$ cat config.mk
export PLATFORM = sky130hd
export DESIGN_NAME = matrix_morph_3x3
export DESIGN_NICKNAME = d
export VERILOG_FILES = /design/src/rtl/matrix_morph_3x3.sv
export SDC_FILE = /design/constraint.sdc
export NUM_CORES = 1
export LEC_CHECK = 0
export ABC_AREA = 1
export CORE_UTILIZATION = 32
export CTS_CLUSTER_SIZE = 8
export DETAILED_ROUTE_END_ITERATION = 6
export GPL_TIMING_DRIVEN = 0
export RECOVER_POWER = 100
export SLEW_MARGIN = 40
export SYNTH_ARGS = -nofsm -noshare
export SYNTH_HDL_FRONTEND = slang
export SYNTH_SLANG_ARGS = --single-unit
$ cat constraint.sdc
create_clock -name clk -period 23.3 [get_ports clk]
set_input_delay 3.495 -clock clk [delete_from_list [all_inputs] [get_ports clk]]
set_output_delay 3.495 -clock clk [all_outputs]
set_load 0.03 [all_outputs]
$ cat src/rtl/matrix_morph_3x3.sv
// 3x3 grey-scale morphology (dilate = max, erode = min) over three row-aligned
// pixel streams, cross or square structuring element, packed multi-channel pixels.
module matrix_morph_3x3 #(
    parameter int unsigned DATA_W    = 8,
    parameter int unsigned CH        = 1,
    parameter int unsigned PIC_WIDTH = 250
) (
    input  logic                 clk,
    input  logic                 rst_n,
    input  logic                 valid_in,
    input  logic [DATA_W*CH-1:0] din1,
    input  logic [DATA_W*CH-1:0] din2,
    input  logic [DATA_W*CH-1:0] din3,
    input  logic                 mode,
    input  logic                 shape,
    output logic [DATA_W*CH-1:0] dout,
    output logic                 valid_out,
    output logic                 eol_out
);

    localparam int unsigned PIX_W = DATA_W * CH;
    localparam int unsigned CNT_W = (PIC_WIDTH > 1) ? $clog2(PIC_WIDTH) : 1;
    localparam logic [CNT_W-1:0] CNT_LAST = CNT_W'(PIC_WIDTH - 1);
    localparam logic [CNT_W-1:0] CNT_WIN  = CNT_W'(2);

    logic [CNT_W-1:0] cnt;
    logic             cfg_mode;
    logic             cfg_shape;
    logic [PIX_W-1:0] tap1 [3];
    logic [PIX_W-1:0] tap2 [3];
    logic [PIX_W-1:0] tap3 [3];
    logic             win_ok;
    logic             win_last;
    logic [PIX_W-1:0] res_c;
    logic [DATA_W-1:0] acc_c;

    function automatic logic [DATA_W-1:0] pick(input logic [DATA_W-1:0] a,
                                               input logic [DATA_W-1:0] b,
                                               input logic              ero);
        if (ero) return (a < b) ? a : b;
        return (a > b) ? a : b;
    endfunction

    function automatic logic [DATA_W-1:0] ch_of(input logic [PIX_W-1:0] p,
                                                input int unsigned      c);
        return p[c*DATA_W +: DATA_W];
    endfunction

    // Column counter, per-row config latch and the three row tap shifters.
    always_ff @(posedge clk or negedge rst_n) begin
        if (!rst_n) begin
            cnt       <= '0;
            cfg_mode  <= 1'b0;
            cfg_shape <= 1'b0;
            for (int i = 0; i < 3; i++) begin
                tap1[i] <= '0;
                tap2[i] <= '0;
                tap3[i] <= '0;
            end
        end else if (valid_in) begin
            cnt <= (cnt == CNT_LAST) ? '0 : cnt + CNT_W'(1);
            if (cnt == '0) begin
                cfg_mode  <= mode;
                cfg_shape <= shape;
            end
            tap1[2] <= tap1[1];
            tap1[1] <= tap1[0];
            tap1[0] <= din1;
            tap2[2] <= tap2[1];
            tap2[1] <= tap2[0];
            tap2[0] <= din2;
            tap3[2] <= tap3[1];
            tap3[1] <= tap3[0];
            tap3[0] <= din3;
        end
    end

    // Per-channel max/min; tap index 1 is the centre column.
    always_comb begin
        res_c = '0;
        acc_c = '0;
        for (int unsigned c = 0; c < CH; c++) begin
            acc_c = ch_of(tap2[1], c);
            acc_c = pick(acc_c, ch_of(tap2[0], c), cfg_mode);
            acc_c = pick(acc_c, ch_of(tap2[2], c), cfg_mode);
            acc_c = pick(acc_c, ch_of(tap1[1], c), cfg_mode);
            acc_c = pick(acc_c, ch_of(tap3[1], c), cfg_mode);
            if (cfg_shape) begin
                acc_c = pick(acc_c, ch_of(tap1[0], c), cfg_mode);
                acc_c = pick(acc_c, ch_of(tap1[2], c), cfg_mode);
                acc_c = pick(acc_c, ch_of(tap3[0], c), cfg_mode);
                acc_c = pick(acc_c, ch_of(tap3[2], c), cfg_mode);
            end
            res_c[c*DATA_W +: DATA_W] = acc_c;
        end
    end

    // Window flags and registered outputs; dout holds between windows.
    always_ff @(posedge clk or negedge rst_n) begin
        if (!rst_n) begin
            win_ok    <= 1'b0;
            win_last  <= 1'b0;
            dout      <= '0;
            valid_out <= 1'b0;
            eol_out   <= 1'b0;
        end else begin
            win_ok    <= valid_in && (cnt >= CNT_WIN);
            win_last  <= valid_in && (cnt == CNT_LAST);
            valid_out <= win_ok;
            eol_out   <= win_ok && win_last;
            if (win_ok) dout <= res_c;
        end
    end

endmodule

==> results by group, run 1 <==
Status
  – Status: complete, but fails checks
  – Failing checks: max-capacitance violations, max-slew violations

Yosys
  – Post-synth EDFFs: 0
  – Dominant cell type by area after synthesis: dfrtp_1
  – Asr flop ratio synth: between 90% and 100%
  – Sequential area share after synthesis: 31.2%
  – Synthesized area per cell: about 7.0 um2
  – Number of distinct library cells after synthesis: 42
  – Synth Flop Type: dfrtp_1
  – Number of synthesized register bits: 94
  – Post-synth top area share: 31.2%
  – Synth warn: 0
  – Mapped Cells: approximately 1,100
  – Most frequent cell after synthesis: nand2_1
  – Top post-synthesis cells by area: dfrtp_1, nand2_1, ha_1
  – Most frequent cells after synthesis: nand2_1, inv_1, a21oi_1
  – Mapped cell area: ~7500 um2
  – Mapped Nets: around 1,200

Drt
  – Drt initial violations: ~510
  – Detailed Routing Iterations Pass 1: 5
  – WL/cell: around 15 um
  – Vias per Instance: ~5
  – DRC errors left: 0
  – Vias: slightly above 7,000
  – Antenna-violating nets left: 0
  – Drt total wl: 22.1 mm

Timing
  – Final TNS setup: 0 ns
  – Max frequency: around 63 MHz
  – Max_slew headroom: -87.4%
  – Fin. Hold Viols: 0
  – RSZ-0062 raised after global routing: no
  – Max-slew violations: 97
  – Post-route clock period utilization: between 60% and 70%
  – Final setup violation count: 0
  – Worst clock skew: about 0.014 ns
  – Final min period: between 15 and 20 ns
  – Pin slew with the least headroom to its limit: around 2.8 ns

Worst setup path
  – CP max stage cell: o31ai_1
  – Setup CP Type: reg -> reg
  – Top cell by count, worst path: nand2_1
  – Critical path startpoint category: flop
  – WP data arrival: 16.11 ns
  – Critical path's largest stage delay: between 1 and 1.5 ns
  – Critical Path Sink Type: flop
  – WP data required: around 24 ns
  – CP max FO: 10

Finish
  – Fraction of layout cells with a size suffix above 1: under 10%
  – Total Nets Final: 1,218
  – Diode count: 0
  – Area growth from synthesis to layout: 14.0%

Clock tree
  – Setup Buffers After CTS: 0
  – Clock buffer depth: 2
  – Worst-Skew Late Latency: approximately 0.37 ns
  – PostCTS Resize Cnt: 0
  – Root Buffer: clkbuf_16
  – CTS tree: yes
  – H-tree Lvls: 3
  – Worst-path clk slew: ~0.08 ns
  – Hold_buf cts: 0
  – TritonCTS sink count: 94
  – CTS Buf Count: 9

Global route
  – Antenna violations before repair: 0
  – First-pass GRT wire length: between 30 and 40 mm
  – GRT Total Usage: between 10% and 20%
  – Vias in the first global route: 6,770
  – Remaining Overflow, GRT: 0
  – Largest net degree at the start of global routing: 49

Floorplan
  – Initial Utilization: 33.0%
  – Die Ht: 155 um
  – Core area: 22,800 um2
  – Die area: approximately 24,000 um2
  – Die X: between 150 and 200 um
  – I/O pins: 39
  – Row count: 55

Place
  – Gpl congestion: 0.918
  – PortBufs: 37
  – Post-detail-place hpwl: 17.2 mm

Run
  – Max_cap viols: 2

Hold path
  – Worst Hold Class: reg -> reg
[critical path, delay by kind of cell (launching register included)]
kind,cells,cell delay [ns]
simple gates,47,5.21
compound gates,9,4.82
buf+inv,18,3.03
fa+ha+maj,8,2.29
flops,1,0.38
[kinds of logic after synthesis]
| kind of cell | Yosys count | synth area share [%] |
|---|---|---|
| AND/OR/NAND/NOR | 523 | 33.3 |
| AO/OA/AOI/OAI | 199 | 14.2 |
| buffers and inverters | 187 | 9.84 |
| flip-flops | 94 | 31.2 |
| adder cells (fa/ha/maj) | 68 | 11.3 |
| XOR/XNOR | 1 | 0.116 |
[placed cells by master, fill, tap and decap left out, drive strengths merged]
cell type / instances
a21oi: 103
clkdlybuf4s50: 26
a211oi: 4
clkinv: 4
xor2: 1
and2: 1
nor4: 3
buf: 11
clkinvlp: 1
o31ai: 4
nor3b: 3
dlygate4sd3: 10
a21o: 1
ha: 68
nor3: 4
clkbuf: 30
nand3: 128
or2: 2
o21ai: 84
or3b: 1
o2111ai: 2
nand4: 10
o21a: 1
dfrtp: 94
nand2: 344
nor2: 27
inv: 159
[area by class of cell]
class                      instances  area [um2]
buffer                            30         153
multi-input combinational        791        4430
inverter                         157         589
tap                              313         392
sequential                        94        2350
timing repair buffer              38         368
fill                            2456       14300
clock buffer                       9         225
clock inverter                     7        80.1
[through the flow]
step | area [um2] | hold WS, ns | std cells | setup WS [ns] | utilization [%]
floorplan | 7540 | 0.402 | 1072 | 11.86 | -
global placement | 8300 | 0.421 | 1422 | 9.21 | 36.3
detailed placement | 8340 | 0.419 | 1423 | 9.67 | 36.5
CTS | 8650 | 0.439 | 1439 | 9.60 | 37.8
global route | 8590 | 0.476 | 1439 | 6.18 | 37.6
finish | 8590 | 0.439 | 1439 | 7.50 | 37.6
[sequential cells by signal, indices dropped and copies added (netlist names)]
name / cells
tap3: 24
dout: 8
cfg_mode: 1
cnt: 8
tap2: 24
valid_out: 1
win_last: 1
cfg_shape: 1
eol_out: 1
win_ok: 1
tap1: 24
[routing by layer]
metal	track usage (%)	vias to the layer above	wire (um)
met2	30.8	236	9880
met5	0	-	0
met1	26.4	3329	10200
met4	4.44	0	254
li1	-	3599	-
met3	4.07	26	1700
[path summary, 6_finish.rpt]
path	startpoint	end	slack, ns	cells after the start
max reg2reg	tap2[23]	dout[0]	7.50	82
min	win_last	eol_out	0.44	2
min reg2reg	win_last	eol_out	0.44	2
max in group asynchronous	rst_n	tap3[8]	15.81	2
min in group asynchronous	rst_n	tap3[23]	4.04	1
max	tap2[23]	dout[0]	7.50	82
Power of run 1 is not shown: default switching activity piles up to over one toggle a cycle in this logic, so the estimate is an artifact.
==> run 2: changes to the inputs <==
==> constraint.sdc (replaced) <==
create_clock -name clk -period 13.38 [get_ports clk]
set_input_delay 2.007 -clock clk [delete_from_list [all_inputs] [get_ports clk]]
set_output_delay 2.007 -clock clk [all_outputs]
set_load 0.03 [all_outputs]
==> results by group, run 2 (same netlist as run 1, synthesis figures left out) <==
Drt
  – Drt initial violations: 459 (-11%)
  – Drt total wl: 22.4 mm (+1.7%)
  – Antenna-violating nets left: 0 (unchanged)
  – Detailed Routing Iterations Pass 1: 5 (unchanged)
  – DRC errors left: 0 (unchanged)
  – Vias per Instance: 4.97 (-0.52%)
  – Vias: 7,252 (+0.86%)
  – WL/cell: 15.4 um (+0.31%)

Clock tree
  – H-tree Lvls: 3 (unchanged)
  – CTS Buf Count: 9 (unchanged)
  – Root Buffer: clkbuf_16
  – Clock buffer depth: 2 (unchanged)
  – Worst-path clk slew: 0.08 ns (about the same)
  – TritonCTS sink count: 94 (unchanged)
  – Hold_buf cts: 0 (unchanged)
  – CTS tree: yes
  – Worst-Skew Late Latency: 0.36 ns (about the same)

Timing
  – Hold slack final: 0.437 ns (-0.00208 ns)
  – Final setup violation count: 0 (unchanged)
  – Max-slew violations: 97 (unchanged)
  – Final min period: 12.30 ns (-3.50 ns)
  – Max frequency: 81.3 MHz (+28%)
  – Worst clock skew: 0.0104 ns (-0.00365 ns)
  – Pin slew with the least headroom to its limit: 2.81 ns (-0.00476 ns)
  – Max_slew headroom: -87.1% (+0.32 points)
  – Post-route clock period utilization: 91.9% (+24 points)
  – Fin. Hold Viols: 0 (unchanged)

Worst setup path
  – CP max stage cell: dfrtp_1
  – Critical Path Sink Type: flop
  – Setup CP Type: reg -> reg
  – CP max FO: 10 (unchanged)
  – WP data required: 13.68 ns (-9.93 ns)
  – Top cell by count, worst path: nand2_1
  – WP data arrival: 12.61 ns (-3.50 ns)
  – Critical path's largest stage delay: 0.38 ns (-0.63 ns)
  – Critical path startpoint category: flop

Finish
  – Fraction of layout cells with a size suffix above 1: 12.1% (+3.1 points)
  – Most frequent cells in the layout: nand2_1, inv_1, a21oi_1, nand3_1, dfrtp_1
  – Total Nets Final: 1,238 (+1.6%)
  – Diode count: 0 (unchanged)
  – Biggest regs: tap1 (24), tap2 (24), tap3 (24)
  – Area growth from synthesis to layout: 17.5%
  – Commonest non-fill, non-tap cell in the layout: nand2_1
  – # fillers: 2,425 (-1.3%)

Global route
  – Remaining Overflow, GRT: 0 (unchanged)
  – First-pass GRT wire length: 36.1 mm (+0.36%)
  – Antenna violations before repair: 0 (unchanged)
  – GRT Total Usage: 19.3% (+0.060 points)
  – Vias in the first global route: 6,793 (+0.34%)
  – Largest net degree at the start of global routing: 49 (unchanged)

Floorplan
  – Row count: 55 (unchanged)
  – Die Ht: 155 um (unchanged)
  – Die area: 24,200 um2 (unchanged)
  – Core area: 22,800 um2 (unchanged)
  – Initial Utilization: 33.0% (unchanged)
  – Die X: 155 um (unchanged)
  – I/O pins: 39 (unchanged)

Place
  – PortBufs: 37 (unchanged)
  – Post-detail-place hpwl: 17.2 mm (unchanged)
  – Gpl congestion: 0.918 (unchanged)

Run
  – Max_cap viols: 2 (unchanged)

Hold path
  – Worst Hold Class: reg -> reg

Status
  – Status: complete, but fails checks
  – Failing checks: max-capacitance violations, max-slew violations
run 2: cell count changes in the layout (fill, tap and decap cells not counted), sizes merged:
cell / before / now
buf: 11 / 30
clkinvlp: 1 / 3
o31ai: 4 / 5
inv: 159 / 157
run 2: metrics by stage:
step / utilization [%] / TNS, ns / cells / area (um2) / worst slack (ns)
floorplan: - / 0 / 1072 / 7540 / 1.94
global placement: 36.3 / -5.32 / 1422 / 8300 / -0.713
detailed placement: 36.5 / -1.61 / 1423 / 8340 / -0.248
CTS: 37.9 / 0 / 1439 / 8660 / 0.0696
global route: 38.8 / -0.101 / 1459 / 8860 / -0.0353
finish: 38.8 / 0 / 1459 / 8860 / 1.08
run 2: layout make-up:
type,count,area [um2],share of cell area [%]
Multi-Input combinational cell,792,4540,51.3
Timing Repair Buffer,57,510,5.76
Inverter,157,602,6.79
Clock buffer,9,225,2.54
Sequential cell,94,2350,26.6
Clock inverter,7,80.1,0.904
Buffer,30,153,1.72
Tap cell,313,392,4.42
run 2: worst paths after layout:
| path | startpoint | slack, ns | depth (start not counted) | to |
|---|---|---|---|---|
| worst max-delay path | tap2[23] | 1.08 | 84 | dout[7] |
| max in group asynchronous | rst_n | 7.33 | 2 | tap1[23] |
| min in group asynchronous | rst_n | 2.55 | 1 | tap3[23] |
| worst max register to register | tap2[23] | 1.08 | 84 | dout[7] |
| worst min register to register | win_last | 0.44 | 2 | eol_out |
| worst min-delay path | win_last | 0.44 | 2 | eol_out |
run 2: worst max-delay path, delay by kind of cell (launching register included):
kind,cells,cell delay [ns]
and+or+nand+nor,44,4.77
DFF,1,0.38
buffers and inverters,13,1.46
adders and majority gates,8,2.30
AOI/OAI and AO/OA,19,3.28
run 2: what timing repair did:
item	CTS	global route
endpoints found under the setup margin	8	8
gates resized for setup	4	14
pin swaps	0	8
setup buffers	0	19
cloned	0	1
run 2: metal layers:
metal	vias up	share of wire, %	global-route usage [%]
li1	3644	-	-
met1	3368	46	26.5
met2	216	46	30.9
met3	24	7.1	4.04
met4	0	1.2	4.62
met5	-	0	0
Power of run 2 is left out for the same reason.
==> RTL change (flow settings as in run 2) <==
Remove the register `eol_out`: a continuous assignment takes its place, so the output `eol_out` follows one clock earlier.
--- a/src/rtl/matrix_morph_3x3.sv
+++ b/src/rtl/matrix_morph_3x3.sv
@@ -102,15 +102,15 @@
             win_last  <= 1'b0;
             dout      <= '0;
             valid_out <= 1'b0;
-            eol_out   <= 1'b0;
         end else begin
             win_ok    <= valid_in && (cnt >= CNT_WIN);
             win_last  <= valid_in && (cnt == CNT_LAST);
             valid_out <= win_ok;
-            eol_out   <= win_ok && win_last;
             if (win_ok) dout <= res_c;
         end
     end
 
+    assign eol_out = win_ok && win_last;
+
 endmodule
 
Check against the original RTL: no difference found for any inputs over 4 cycles, from zero or initial values and one cycle with rst_n low; that may be too few to reach the edited logic, so the function may still have changed.
==> RTL change against run 2 <==
The run still ends with max-capacitance violations, max-slew violations left; setup slack got worse by 130 ps; wire length rose by 1.1%; global-route usage rose by 0.12 points; cell area rose by 0.86%; fmax fell by 1.0%; non-clock buffer count rose by 4; sequential cell count fell by 1; clock skew fell by 0.64 ps; synthesized area rose by 0.58%.
Power is not shown: default switching activity piles up to over one toggle a cycle in this logic, so the estimate is an artifact.
==> RTL change: results (changes against run 2) <==
* CTS root buf: clkbuf_16
* Met2 Usage GRT at 30.4% (-0.48 points)
* Share of the synthesized area in the top cell type at 30.7% (-0.51 points)
* Slowest stage delay, CP at 470 ps (+90 ps)
* Worst Hold Depth at 0 (-2)
* Met3 usage at 3.94% (-0.095 points)
* Final #Nets at 1239 (+0.081%)
* Top Registers: tap1 (24), tap2 (24), tap3 (24)
* Worst reg-to-reg path cell count at 89 (+6.0%)
* Vias in the first global route at 6956 (+2.4%)
* Hold path start: win_ok$_DFF_PN0_
* DP HPWL at 17.3 mm (+0.57%)
* Slowest CP cell: o31ai_4
* Most common library cells after synthesis: nand2_1 (304), inv_1 (147), a21oi_1 (103)
* Violated checks: max-capacitance violations, max-slew violations
* R2R Path Start: tap2[23]$_DFFE_PN0P_
* Gpl congestion at 0.870 (-5.3%)
* Relative slew slack at -145% (-58 points)
* Status: finished with violations
* Worst Skew at 9.77 ps (-0.636 ps)
* Sequential share of the synthesized area at 30.7% (-0.51 points)
* Distinct cells, synth at 43 (+2.4%)
* Met1 Use GR at 27.1% (+0.66 points)
* Synth area leaders: dfrtp_1 (31%), nand2_1 (15%), ha_1 (11%)
* IO buf count at 37 (unchanged)
* Share of cells above drive strength 1 at 13.9% (+1.7 points)
* Initial antenna violation count at 1 (+1)
* Drt initial violations at 599 (+31%)
* Maximum buffer depth of the clock tree at 2 (unchanged)
* Async SR Flop Fraction at 100% (unchanged)
* Largest net degree at the start of global routing at 67 (+37%)
* Detail-routed via count per cell at 4.97 (about the same)
* Worst Hold End: valid_out$_DFF_PN0_
* Slew Limit Fails at 96 (-1.0%)
* First-pass GRT wire length at 36.5 mm (+1.2%)
* Total Wirelength at 22.7 mm (+1.1%)
* Fillers at 2424 (-0.041%)
* R2R setup slack at 950 ps (-130 ps)
* Max-capacitance violation count at 2 (unchanged)
* All-Layer GR Usage at 19.4% (+0.12 points)
* Worst EP arrival at 12690 ps (+80 ps)
* Clock Latency Late Sink at between 300 and 400 ps
RTL change: changes by cell type in the layout (fill, tap and decap cells not counted), moves of 3 or more:
| cell | change |
|---|---|
| nand2_2 | +12 |
| inv_1 | -3 |
| buf_4 | +3 |
| nand4_1 | -3 |
| clkbuf_8 | +4 |
| o21ai_1 | -4 |
| nand2_1 | -11 |
RTL change: what timing repair did:
item / 4_1_cts / 5_1_grt
cloned: 0 / 1
endpoints found under the setup margin: 8 / 8
buffers inserted: 0 / 23
resized for setup: 7 / 11
pin swaps: 0 / 7
RTL change: logic make-up (layout without fill, tap and decap cells):
family	after synthesis	count (layout)	share of synthesized area [%]
AOI/OAI and AO/OA	200	201	14.4
adders and majority gates	68	68	11.2
buffers and inverters	184	261	10.2
and+or+nand+nor	523	523	33.4
DFF	93	93	30.7
xor gates and xnor gates	1	1	0.116
RTL change: critical path: cells and delay by family, from the launching register on:
| family | cells | cell delay [ps] |
|---|---|---|
| and+or+nand+nor | 43 | 4210 |
| AOI/OAI and AO/OA | 18 | 3510 |
| adders and majority gates | 8 | 2270 |
| DFF | 1 | 380 |
| buffers and inverters | 20 | 1950 |
RTL change: cell type report:
cell class	instances	area, um2	area share (%)
plain buffers	30	191	2.14
repair buffers	61	541	6.05
flip-flops and latches	93	2330	26.0
clock buffers	9	225	2.52
inverters	154	583	6.53
clock inverters	7	86.3	0.966
multi-input cells	793	4590	51.4
well taps	313	392	4.38
RTL change: layer usage:
layer	up-vias	part of all wire, %
met2	217	44
li1	3646	-
met3	34	6.9
met4	0	1.8
met1	3366	47
met5	-	0
RTL change: worst max-delay path by stage:
stage	from	end	cells after the start
floorplan	tap2[23]$_DFFE_PN0P_	dout[0]$_DFFE_PN0P_	84
global placement	tap2[23]$_DFFE_PN0P_	dout[7]$_DFFE_PN0P_	84
detailed placement	tap2[23]$_DFFE_PN0P_	dout[7]$_DFFE_PN0P_	90
CTS	tap2[23]$_DFFE_PN0P_	dout[7]$_DFFE_PN0P_	91
global route	tap2[23]$_DFFE_PN0P_	dout[7]$_DFFE_PN0P_	92
finish	tap2[23]$_DFFE_PN0P_	dout[7]$_DFFE_PN0P_	89
RTL change: stage by stage:
step                worst slack (ps)  setup TNS (ps)  hold slack (ps)  cell area [um2]  std cells
CTS                             7.43               0              434             8730       1436
finish                           951               0              438             8930       1460
detailed placement              -597           -4450              419             8390       1420
global placement               -1060           -8200              418             8340       1419
floorplan                       1870               0              374             7580       1069
global route                   -67.4            -148              457             8930       1460
